**src/rtl/shift_unit_pipe_pkg.sv**
```systemverilog
// Token types shared by the shift pipeline and its neighbours.
//   FTk_t : forward token  {v valid, a, c condition, r, d data}
//   BTk_t : backward token {n not-ready, t, v, c}
package shift_unit_pipe_pkg;

    localparam int unsigned WIDTH_TK_DATA = 32;

    typedef struct packed {
        logic                     v;
        logic                     a;
        logic                     c;
        logic                     r;
        logic [WIDTH_TK_DATA-1:0] d;
    } FTk_t;

    typedef struct packed {
        logic n;
        logic t;
        logic v;
        logic c;
    } BTk_t;

endpackage

```
**src/rtl/shift_unit_pipe.sv**
```systemverilog
// Pipelined barrel shifter / rotator with condition-LUT flag output.
// Ports:
//   clock, reset          : single clock, synchronous active-high reset
//   I_En                  : execute enable
//   I_Opcode              : [2:0] mode, [3] OutCondB, [4] OutCondF
//   I_Cond                : condition LUT indexed by {Ovf, Lost, Result==0}
//   I_OperandA/I_OperandB : data token / shift-amount token
//   O_Result              : result token taken from the last stage
//   I_BTk / O_BTk         : downstream / upstream backward tokens
//   O_Busy                : any stage holds a token
module shift_unit_pipe
    import shift_unit_pipe_pkg::*;
#(
    parameter int unsigned WIDTH_DATA = shift_unit_pipe_pkg::WIDTH_TK_DATA,
    parameter int unsigned NUM_STAGES = 2,
    parameter int unsigned SAT_AMOUNT = 1,
    parameter int unsigned WIDTH_COND = 3
) (
    input  logic                     clock,
    input  logic                     reset,
    input  logic                     I_En,
    input  logic [4:0]               I_Opcode,
    input  logic [2**WIDTH_COND-1:0] I_Cond,
    input  FTk_t                     I_OperandA,
    input  FTk_t                     I_OperandB,
    output FTk_t                     O_Result,
    input  BTk_t                     I_BTk,
    output BTk_t                     O_BTk,
    output logic                     O_Busy
);

    localparam int unsigned AW   = $clog2(WIDTH_DATA);
    localparam int unsigned LAST = NUM_STAGES - 1;
    localparam int unsigned BASE = AW / NUM_STAGES;

    localparam logic [2:0] MODE_ASR = 3'b000;
    localparam logic [2:0] MODE_LSR = 3'b001;
    localparam logic [2:0] MODE_LSL = 3'b010;
    localparam logic [2:0] MODE_ROL = 3'b011;
    localparam logic [2:0] MODE_ROR = 3'b100;

    typedef struct packed {
        logic                  valid;
        logic                  a;
        logic                  c;
        logic                  r;
        logic [WIDTH_DATA-1:0] data;
        logic [AW-1:0]         amt;
        logic [2:0]            mode;
        logic                  condB;
        logic                  condF;
        logic                  ovf;
        logic                  lost;
    } stage_t;

    stage_t                st     [NUM_STAGES];
    stage_t                stIn   [NUM_STAGES];
    stage_t                stCalc [NUM_STAGES];
    logic [NUM_STAGES-1:0] adv;
    logic [NUM_STAGES-1:0] load;
    logic                  accept;
    logic                  btkN;
    logic                  lastZero;
    logic [WIDTH_COND-1:0] condIdx;
    logic                  cond;
    logic                  inOvf;
    logic                  unusedBits;

    // Amount bits are split LSB-first; the last stage takes the remainder.
    function automatic int unsigned stageLo(input int unsigned i);
        return i * BASE;
    endfunction

    function automatic int unsigned stageHi(input int unsigned i);
        return (i == LAST) ? AW : (i + 1) * BASE;
    endfunction

    // Apply the amount bits in [lo, hi) to a token, accumulating Lost.
    function automatic stage_t applyBits(input stage_t s, input int unsigned lo,
                                         input int unsigned hi);
        stage_t      r;
        int unsigned sh;
        r = s;
        for (int unsigned k = 0; k < AW; k++) begin
            if (k >= lo && k < hi && r.amt[k]) begin
                sh = 32'd1 << k;
                case (r.mode)
                    MODE_ASR: begin
                        r.lost = r.lost | (|(r.data << (WIDTH_DATA - sh)));
                        r.data = $signed(r.data) >>> sh;
                    end
                    MODE_LSR: begin
                        r.lost = r.lost | (|(r.data << (WIDTH_DATA - sh)));
                        r.data = r.data >> sh;
                    end
                    MODE_LSL: begin
                        r.lost = r.lost | (|(r.data >> (WIDTH_DATA - sh)));
                        r.data = r.data << sh;
                    end
                    MODE_ROL: r.data = (r.data << sh) | (r.data >> (WIDTH_DATA - sh));
                    MODE_ROR: r.data = (r.data >> sh) | (r.data << (WIDTH_DATA - sh));
                    default: ;
                endcase
            end
        end
        return r;
    endfunction

    // Handshake: advance propagates from the last stage backwards.
    always_comb begin
        adv       = '0;
        load      = '0;
        adv[LAST] = st[LAST].valid & ~I_BTk.n;
        for (int i = int'(LAST) - 1; i >= 0; i--) begin
            adv[i] = st[i].valid & (~st[i+1].valid | adv[i+1]);
        end
        btkN    = st[0].valid & ~adv[0];
        accept  = I_OperandA.v & I_OperandB.v & I_En & ~btkN;
        load[0] = accept;
        for (int unsigned i = 1; i < NUM_STAGES; i++) begin
            load[i] = adv[i-1];
        end
    end

    // Datapath: capture operands (with saturation) and run each stage's bit group.
    always_comb begin
        stIn[0]       = '0;
        inOvf         = |I_OperandB.d[WIDTH_DATA-1:AW];
        stIn[0].valid = 1'b1;
        stIn[0].a     = I_OperandA.a;
        stIn[0].c     = I_OperandA.c;
        stIn[0].r     = I_OperandA.r;
        stIn[0].data  = I_OperandA.d;
        stIn[0].amt   = I_OperandB.d[AW-1:0];
        stIn[0].mode  = I_Opcode[2:0];
        stIn[0].condB = I_Opcode[3];
        stIn[0].condF = I_Opcode[4];
        stIn[0].ovf   = inOvf;
        stIn[0].lost  = 1'b0;
        // Saturated shifts push every bit out; rotates keep the modulo amount.
        if (SAT_AMOUNT != 0 && inOvf &&
            (I_Opcode[2:0] inside {MODE_ASR, MODE_LSR, MODE_LSL})) begin
            stIn[0].data = (I_Opcode[2:0] == MODE_ASR) ?
                           {WIDTH_DATA{I_OperandA.d[WIDTH_DATA-1]}} : '0;
            stIn[0].lost = |I_OperandA.d;
            stIn[0].amt  = '0;
        end
        for (int unsigned i = 1; i < NUM_STAGES; i++) begin
            stIn[i] = st[i-1];
        end
        for (int unsigned i = 0; i < NUM_STAGES; i++) begin
            stCalc[i] = applyBits(stIn[i], stageLo(i), stageHi(i));
        end
    end

    // Stage registers: load, drain or hold; reset clears valid bits only.
    always_ff @(posedge clock) begin
        for (int unsigned i = 0; i < NUM_STAGES; i++) begin
            if (load[i]) begin
                st[i] <= stCalc[i];
            end else if (adv[i]) begin
                st[i].valid <= 1'b0;
            end
            if (reset) begin
                st[i].valid <= 1'b0;
            end
        end
    end

    // Output tokens and condition lookup from the last stage.
    always_comb begin
        lastZero   = (st[LAST].data == '0);
        condIdx    = WIDTH_COND'({st[LAST].ovf, st[LAST].lost, lastZero});
        cond       = I_Cond[condIdx];
        O_Result   = '0;
        O_Result.v = st[LAST].valid;
        O_Result.a = st[LAST].a;
        O_Result.r = st[LAST].r;
        O_Result.d = st[LAST].data;
        O_Result.c = st[LAST].condF ? cond : st[LAST].c;
        O_BTk      = '0;
        O_BTk.n    = btkN;
        O_BTk.t    = I_BTk.t;
        O_BTk.v    = I_BTk.v;
        O_BTk.c    = I_BTk.c;
        if (st[LAST].valid && st[LAST].condB) begin
            O_BTk.v = st[LAST].c;
            O_BTk.c = cond;
        end
        O_Busy = 1'b0;
        for (int unsigned i = 0; i < NUM_STAGES; i++) begin
            O_Busy = O_Busy | st[i].valid;
        end
    end

    assign unusedBits = ^{I_OperandB.a, I_OperandB.c, I_OperandB.r,
                          st[LAST].amt, st[LAST].mode};

endmodule

```
**config.mk**
```make
export PLATFORM = sky130hd
export DESIGN_NAME = shift_unit_pipe
export DESIGN_NICKNAME = d
export VERILOG_FILES = /design/src/rtl/shift_unit_pipe_pkg.sv /design/src/rtl/shift_unit_pipe.sv
export SDC_FILE = /design/constraint.sdc
export NUM_CORES = 1
export LEC_CHECK = 0
export ABC_CLOCK_PERIOD_IN_PS = 4400
export CORE_UTILIZATION = 25
export CTS_CLUSTER_SIZE = 25
export DETAILED_ROUTE_END_ITERATION = 10
export GPL_TIMING_DRIVEN = 0
export SETUP_SLACK_MARGIN = 0.2
export SLEW_MARGIN = 20
export SYNTH_ARGS = -nofsm -noshare
export SYNTH_HDL_FRONTEND = slang
export SYNTH_SLANG_ARGS = --single-unit
```
**constraint.sdc**
```tcl
create_clock -name clock -period 4.4 [get_ports clock]
set_input_delay 1.1 -clock clock [delete_from_list [all_inputs] [get_ports clock]]
set_output_delay 1.1 -clock clock [all_outputs]
set_load 0.005 [all_outputs]
```
==> metrics <==
startpoint type of the worst setup path primary input; Post-Route Skew 0.00671 ns; #FFs+latches synth 86; mean area per synthesized cell approximately 8.7 um^2; relative max-transition margin 35.6%; final net count 1038; Int Power 1720 uW; Die Width 170 um; # rows 60; post-DR wirelength/cell 20.3 um; final setup margin 0.348 ns; Clock Latency Late Sink 0.34 ns; commonest non-fill, non-tap cell in the layout clkdlybuf4s50_1; LEAKAGE 0.00299 uW; sequential share of power 42.6%; Worst Path Required approximately 4.6 ns; vias per inst 5.73; Setup WS pre-CTS 0.0328 ns; number of global-route vias before repair approximately 7300; Worst path slowest cell o31ai_1; IR drop worst, VDD 0.174 mV; Bufs on Longest Clock Path 2; Die Y-Extent 170 um; post-layout minimum cycle time 4.05 ns; CTS buffer count 9; R2R Setup Slk 0.55 ns; clock net sink count 86; Pwr Density 266 nW/um^2; area grow syn2layout 30.0%; initial antenna violation count 0; total vias in the final route roughly 7600; routing usage on met3 under 10%; switching power share of the total 28.9%; DPL Wire Length 21.1 mm; Placed Instances 1307; DRC Markers 0; Cell Chain, Critical Path clkdlybuf4s50_1, clkbuf_1, o21ai_0, nand2_1, clkbuf_1, clkbuf_1, a221oi_1, o31ai_1, a221oi_1, nor2_1; max incr delay on CP 0.51 ns; Total GRT Usage 18.8%; Setup Viol. Count Final 0; Ys Warns 0; P_sw 700 uW; min-delay src st[0][46]; RSZ-0062 raised after global routing yes; Max FO, Critical Path 10; critical path endpoint category register; DRT Wirelength approximately 27 mm; Starting Density 25.7%; ys async rst share 0%; clock slew at reported path FFs 0.06 ns; setup bufs post-CTS 0; achievable clock frequency between 200 and 250 MHz; Post-Syn Area 7020 um^2; Worst-Margin Slew a little under 1 ns; clock power share 28.7%; Final Slew Violations 0; Worst R2R Path Depth 11; Congestion Overflow GR 0; Top Ports ~130; Pre-antenna DRT Iters 7; status finished clean; biggest regs st: 86 flops; maxcap violations 0; Mapped Cells slightly above 800; largest net degree at the start of global routing 29; count of final hold-check violations 0; RR Startpoint st[0][5]; Root Buffer clkbuf_16; syn_nets 897; Biggest register st; die area 28700 um^2; core box area approximately 27000 um^2; main flop type after synthesis edfxtp_1; RR Endpoint st[1][0]; Iter 0 DRT Violations 676; diode count 0; Post-synth EDFFs 85; post-synthesis cell type count 71; first-pass GRT wire length 41.9 mm; busiest grt layer met2; number of flip-flops in the largest register 86; CTS tree built; GR Util met1 24.6%; WHS Endpoint st[1][46]; Gate power share 28.7%; Hold WC Path Type reg2reg; Hold Crit Depth 0; PortBufs 128; sequential area share after synthesis a little over a third; Data arrival, critical path 4.23 ns; crit path kind in2reg; fraction of layout cells with a size suffix above 1 10.8%; Post-Layout Cell Count 1323; most frequent cells in the layout clkdlybuf4s50_1 (128), nor2_1 (120), edfxtp_1 (85); GPL Wtd Cong approximately 0.97; Most Frequent Cell on Critical Path clkbuf_1; crit share post-route between 90% and 100%; met2 Track Usage GR between 30 and 40%; Max H-tree Level 3; Antenna Violating Nets Remaining 0
worst max-delay path, delay by kind of cell:
family,cells,cell delay (ns)
AOI/OAI and AO/OA,4,1.11
buffers and inverters,4,1.60
and+or+nand+nor,2,0.42
how the worst max path moves through the flow:
stage | startpoint | to | slack [ns] | cells after the start
floorplan | I_BTk[3] | st[0][0] | 0.77 | 2
global placement | I_BTk[3] | st[0][11] | -0.56 | 3
detailed placement | I_Opcode[2] | st[0][13] | 0.03 | 10
CTS | I_Opcode[2] | st[0][13] | 0.40 | 10
global route | I_OperandB[6] | st[0][29] | 0.20 | 10
finish | I_Opcode[2] | st[0][31] | 0.35 | 10
power groups by stage:
stage	logic (uW)	registers [uW]	clock network [uW]
after global placement	667	1050	0
after floorplan	374	1030	0
after detailed placement	683	1050	0
final	696	1030	695
after CTS	685	1030	713
after global routing	753	1040	747
what timing repair did:
item / in CTS / in global routing
hold buffers: 0 / 0
resized for setup: 0 / 4
endpoints found under the hold margin: 0 / 0
endpoints found under the setup margin: 0 / 5
cell type report:
class,count,area (um^2)
plain buffers,110,632
inverters,6,22.5
well taps,372,465
flip-flops and latches,86,2570
multi-input cells,603,3830
repair buffers,130,1330
fillers,2903,18100
clock inverters,2,10.0
clock buffers,14,264
logic make-up after synthesis:
group           after synthesis  share of synthesized area, %
compound gates              360                          37.0
xor+xnor                      1                         0.125
buf+inv                     116                          9.33
flops                        86                          36.7
mux                           6                          1.23
simple gates                236                          15.6
routing by layer:
metal  routed length, um  vias up
met5                   0        -
li1                    -     3483
met4                1150        0
met1               11400     3578
met2               12400      437
met3                1940       78
cell usage after synthesis, types with 16 or more instances:
| library cell | number | area [um^2] |
|---|---|---|
| nor2_1 | 121 | 454 |
| edfxtp_1 | 85 | 2550 |
| a21oi_1 | 82 | 410 |
| a221oi_1 | 62 | 543 |
| clkbuf_1 | 52 | 195 |
| o21ai_0 | 52 | 260 |
| buf_4 | 39 | 293 |
| nand2_1 | 33 | 124 |
| nor4_1 | 26 | 163 |
| o31ai_1 | 26 | 195 |
| a22oi_1 | 24 | 180 |
| a211oi_1 | 16 | 120 |
per-stage QoR:
step | total power [uW] | cell area (um^2) | utilization (%) | TNS [ns] | hold WS [ns]
4_1_cts | 2430 | 9100 | 33.4 | 0 | 0.420
3_3_place_gp | 1720 | 8760 | 32.2 | -35.62 | 0.402
2_1_floorplan | 1410 | 7020 | - | 0 | 0.400
3_5_place_dp | 1730 | 8830 | 32.4 | 0 | 0.406
6_report | 2420 | 9120 | 33.5 | 0 | 0.419
5_1_grt | 2540 | 9120 | 33.5 | 0 | 0.435
Power figures use the tool's default switching activity.
